### src/rtl/seg7_pkg.sv
// Shared constants and types for the seven-segment display controller:
// the hex decode table (active-low gfedcba), the blank pattern and the digit index type.
package seg7_pkg;

  typedef logic [1:0] digit_idx_t;

  localparam logic [6:0] SEG_BLANK = 7'b1111111;

  // Packed table indexed by nibble value; entry 15 is listed first.
  localparam logic [15:0][6:0] SEG_LUT = {
    7'b0001110,  // F
    7'b0000110,  // E
    7'b0100001,  // D
    7'b1000110,  // C
    7'b0000011,  // B
    7'b0001000,  // A
    7'b0010000,  // 9
    7'b0000000,  // 8
    7'b1111000,  // 7
    7'b0000010,  // 6
    7'b0010010,  // 5
    7'b0011001,  // 4
    7'b0110000,  // 3
    7'b0100100,  // 2
    7'b1111001,  // 1
    7'b1000000   // 0
  };

endpackage

### src/rtl/hex_to_seg7.sv
// Combinational hex-to-seven-segment decoder (active-low {g,f,e,d,c,b,a}).
module hex_to_seg7
  import seg7_pkg::*;
(
  input  logic [3:0] nibble_i,
  output logic [6:0] seg_o
);

  assign seg_o = SEG_LUT[nibble_i];

endmodule

### src/rtl/seg7_disp_ctrl.sv
// Four-digit multiplexed seven-segment display controller with frame-synchronous value updates.
// Optional leading-zero blanking is enabled by defining SEG7_LZ_BLANK_EN.
module seg7_disp_ctrl
  import seg7_pkg::*;
#(
  parameter int REFRESH_DIV = 100000
) (
  input  logic        boardclk,
  input  logic        rst,
  input  logic [15:0] disp_in,
  input  logic        load,
  output logic [3:0]  an,
  output logic [6:0]  seg,
  output logic        dp,
  output logic        frame_done
);

  localparam int CW = (REFRESH_DIV > 1) ? $clog2(REFRESH_DIV) : 1;
  localparam logic [CW-1:0] COUNT_MAX = CW'(REFRESH_DIV - 1);

  logic [CW-1:0] count_q, count_d;
  digit_idx_t    idx_q, idx_d;
  logic [15:0]   shownVal_q, shownVal_d;
  logic [15:0]   pendVal_q, pendVal_d;
  logic          pendFlag_q, pendFlag_d;
  logic          tick;
  logic          frameWrap;
  logic [3:0]    nibble;
  logic [6:0]    decoded;

  assign tick      = (count_q == COUNT_MAX);
  assign frameWrap = tick && (idx_q == 2'd3);

  // The displayed value only moves at a frame boundary, so a frame never mixes two values;
  // a load landing exactly on the wrap takes priority over an older pending value.
  always_comb begin
    count_d    = tick ? '0 : count_q + 1'b1;
    idx_d      = tick ? idx_q + 2'd1 : idx_q;
    pendVal_d  = load ? disp_in : pendVal_q;
    pendFlag_d = load ? 1'b1 : pendFlag_q;
    shownVal_d = shownVal_q;
    if (frameWrap) begin
      pendFlag_d = 1'b0;
      if (load) begin
        shownVal_d = disp_in;
      end else if (pendFlag_q) begin
        shownVal_d = pendVal_q;
      end
    end
  end

  always_ff @(posedge boardclk) begin
    if (!rst) begin
      count_q    <= '0;
      idx_q      <= 2'd0;
      shownVal_q <= 16'h0000;
      pendVal_q  <= 16'h0000;
      pendFlag_q <= 1'b0;
    end else begin
      count_q    <= count_d;
      idx_q      <= idx_d;
      shownVal_q <= shownVal_d;
      pendVal_q  <= pendVal_d;
      pendFlag_q <= pendFlag_d;
    end
  end

  assign nibble = shownVal_q[{idx_q, 2'b00} +: 4];

  hex_to_seg7 u_hexToSeg7 (
    .nibble_i (nibble),
    .seg_o    (decoded)
  );

`ifdef SEG7_LZ_BLANK_EN
  logic blank;

  // A digit is blank when it and every digit above it are zero; digit 0 always shows.
  always_comb begin
    blank = 1'b0;
    case (idx_q)
      2'd1:    blank = (shownVal_q[15:4] == 12'h000);
      2'd2:    blank = (shownVal_q[15:8] == 8'h00);
      2'd3:    blank = (shownVal_q[15:12] == 4'h0);
      default: blank = 1'b0;
    endcase
  end

  assign seg = blank ? SEG_BLANK : decoded;
`else
  assign seg = decoded;
`endif

  assign an         = ~(4'b0001 << idx_q);
  assign dp         = 1'b1;
  assign frame_done = frameWrap;

endmodule

### config.mk
export PLATFORM = sky130hd
export DESIGN_NAME = seg7_disp_ctrl
export DESIGN_NICKNAME = d
export VERILOG_FILES = /design/src/rtl/seg7_pkg.sv /design/src/rtl/hex_to_seg7.sv /design/src/rtl/seg7_disp_ctrl.sv
export SDC_FILE = /design/constraint.sdc
export NUM_CORES = 1
export LEC_CHECK = 0
export CAP_MARGIN = 5
export CORE_MARGIN = 2
export CORE_UTILIZATION = 55
export DETAILED_ROUTE_END_ITERATION = 8
export PLACE_DENSITY = 0.88
export SKIP_LAST_GASP = 1
export SYNTH_ARGS = -nofsm -noshare
export SYNTH_HDL_FRONTEND = slang
export SYNTH_SLANG_ARGS = --single-unit
### constraint.sdc
create_clock -name boardclk -period 6.8 [get_ports boardclk]
set_input_delay 1.02 -clock boardclk [delete_from_list [all_inputs] [get_ports boardclk]]
set_output_delay 1.02 -clock boardclk [all_outputs]
set_load 0.005 [all_outputs]
==> out/qor.txt <==
Peak supply drop = 0.177 mV
Crit-path slowest cell = mux4_2
CTS Buf Count = 5
Via-per-instance ratio = 5.65
Die Width = 72.2 um
Clk pwr share = 33.2%
CP Launch Type = flop
CP required = 5.78 ns
H-tree Lvls = 2
# setup viols final = 0
Critical path class = reg2out
Residual DRC = 0
Worst stage delay on the critical path = 0.63 ns
Sequential element share of the synthesized area = 40.7%
Status = complete, no violations
Reg clk slew, reported paths = 0.10 ns
N_diodes = 0
Wire per inst = 13.4 um
# nets final = 328
Port bufs = 30
Final ANT Viol Nets = 0
Final Skew = 0.0103 ns
Overall routing resource usage = 20.3%
Fin crit period = 3.71 ns
Slew Limit Headroom = 33.0%
Clk_lat worst skew = 0.31 ns
DP Wirelength = 3340 um
Pint = 404 uW
Syn Area/Cell = 9.27 um2
Cells after Synth = 276
Combinational share of power = 6.4%
Net Sw Frac = 22.4%
Max Clk Rate = 270 MHz
Post-CTS Setup Bufs = 0
Syn_nets = 306
Lkg Pwr = 1.03 nW
Ports = 32
Layout cells sized above 1 = 5.69%
Vias post-DR = 1982
CTS tree = done
MaxCap Viol Count = 0
Slew Limit Fails = 0
RSZ-0062 raised after global routing = no
Starting density of the core = 58.0%
Top_reg_cell synth = dfxtp_1
Cts hold-fix bufs = 0
Synth warn = 0
Final wirelength = 4690 um
WP buf/inv = 3
Core box area = 4410 um2
Final hold violations = 0
Synth unique cells = 40
FF+latch count, synth = 52
Post-CTS Resized = 0
Top cells by count, synth = dfxtp_1 (52), o21ai_0 (21), or3_1 (20)
Critical Path Sink Type = primary output
Mapped cell area = 2560 um2
Number of global-route vias before repair = 1868
Antenna violations before repair = 0
Largest net degree at the start of global routing = 38
First-pass GRT wire length = 8300 um
Row Count = 24
Fillers = 361
Reg power frac = 60.4%
GP Congestion = 0.991
Net switching power figure = 117 uW
Crit path top cell by count = inv_1
Die Area = 5210 um2
Fin cells = 351
Clk sinks = 52
Drt pass-1 iters = 4
EDFF count, synth = 0
Period utilization = 54.5%
Die Ht = 72.2 um
Placed cell count = 343
Worst-Margin Slew = 1.00 ns
Clock tree buffer depth = 2
Clk root buf = clkbuf_8
Crit Path Max Fanout = 8
Fraction of registers with async set/reset = 0%
Setup TNS = 0 ns
Largest cells by area after synthesis = dfxtp_1 (41%), mux2i_1 (6.3%), ha_1 (5.4%)
Total power divided by cell area = 177 nW/um2
Top cell type's share of synthesized area = 40.7%
Hold/Removal Path Class = reg2reg
Syn-to-layout area delta = 15.1%
Cell Chain, Critical Path = mux4_2 > inv_1 > ha_1 > inv_1 > o31ai_1 > clkdlybuf4s50_1
GRT Residual Overflow = 0
Flop2flop setup slack = 4.06 ns
DRT iter0 DRCs = 128
Leading cell type by number of instances after synthesis = dfxtp_1
Family with the most delay on the worst path = buffers and inverters
Crit path DAT = 2.69 ns
Synth area leader = dfxtp_1
layout make-up:
class                      instances  area, um2  area share (%)
clock buffer                       5       68.8            2.34
clock inverter                     3       21.3           0.722
inverter                          14       52.6            1.78
multi-input combinational        193       1380            46.9
sequential                        52       1040            35.4
tap                               52       65.1            2.21
timing repair buffer              32        315            10.7
power groups by stage:
stage	combinational [mW]	clock, mW	sequential, mW
floorplan	0.0199	0	0.321
CTS	0.0337	0.181	0.315
global route	0.0374	0.189	0.315
finish	0.0332	0.173	0.315
global placement	0.0328	0	0.321
detailed placement	0.0334	0	0.322
worst paths after layout:
kind | endpoint | start | cells after the start
max | seg[0] | idx_q[1] | 6
min | count_q[0] | count_q[0] | 1
max reg2reg | count_q[2] | count_q[12] | 4
min reg2reg | count_q[0] | count_q[0] | 1
state kept, by name, indices dropped and copies added (netlist names):
register and cells:
pendFlag_q 1, count_q 17, idx_q 2, shownVal_q 16
pendVal_q 16
placed cells by master (no fill, tap or decap), types with 2 or more instances in the layout:
master           netlist  routed
a21boi_1              16      16
a21oi_1                6       6
and2_1                 2       2
buf_4                  1       2
clkbuf_8               0       5
clkdlybuf4s50_1        0      30
dfxtp_1               52      52
ha_1                  11      11
inv_1                 14      14
mux2_2                 2       2
mux2i_1               16      16
mux4_2                 4       4
nand2_1               12      12
nand3_1                6       6
nand4_1                4       4
nor2_1                14      14
nor2b_1               18      18
nor3_1                 2       2
nor4_1                 2       2
o21a_1                 3       3
o21ai_0               21      20
o21ai_1                4       5
o31ai_1                2       2
or3_1                 20      20
or4_1                  5       5
xnor2_1                7       7
xor2_1                 4       4
cell families after synthesis:
kind of cell | synth area share, %
fa+ha+maj | 5.38
other cells | 0.147
simple gates | 20.5
xor+xnor | 3.77
flops | 40.7
mux | 10.7
compound gates | 13.5
buf+inv | 5.38
per-stage QoR:
| step | area, um2 | power (mW) | hold slack [ns] | utilization [%] | setup WS (ns) |
|---|---|---|---|---|---|
| 3_5_place_dp | 2850 | 0.355 | 0.447 | 64.7 | 3.44 |
| 4_1_cts | 2940 | 0.530 | 0.458 | 66.7 | 3.09 |
| 6_report | 2940 | 0.521 | 0.454 | 66.7 | 3.09 |
| 5_1_grt | 2940 | 0.542 | 0.482 | 66.7 | 2.91 |
| 2_1_floorplan | 2560 | 0.341 | 0.418 | - | 3.94 |
| 3_3_place_gp | 2850 | 0.354 | 0.432 | 64.7 | 3.53 |
worst register-to-register path: cells and delay by family (launching register included):
| family | cells | cell delay [ns] |
|---|---|---|
| and+or+nand+nor | 4 | 2.24 |
| DFF | 1 | 0.36 |
layer usage:
layer	track usage (%)	vias to the layer above	wire (um)
li1	-	1000	-
met1	25.9	900	2190
met2	32.1	64	2080
met3	4.86	18	259
met4	10.5	0	152
met5	0	-	0
No activity file was read; power rests on OpenSTA's default activity.
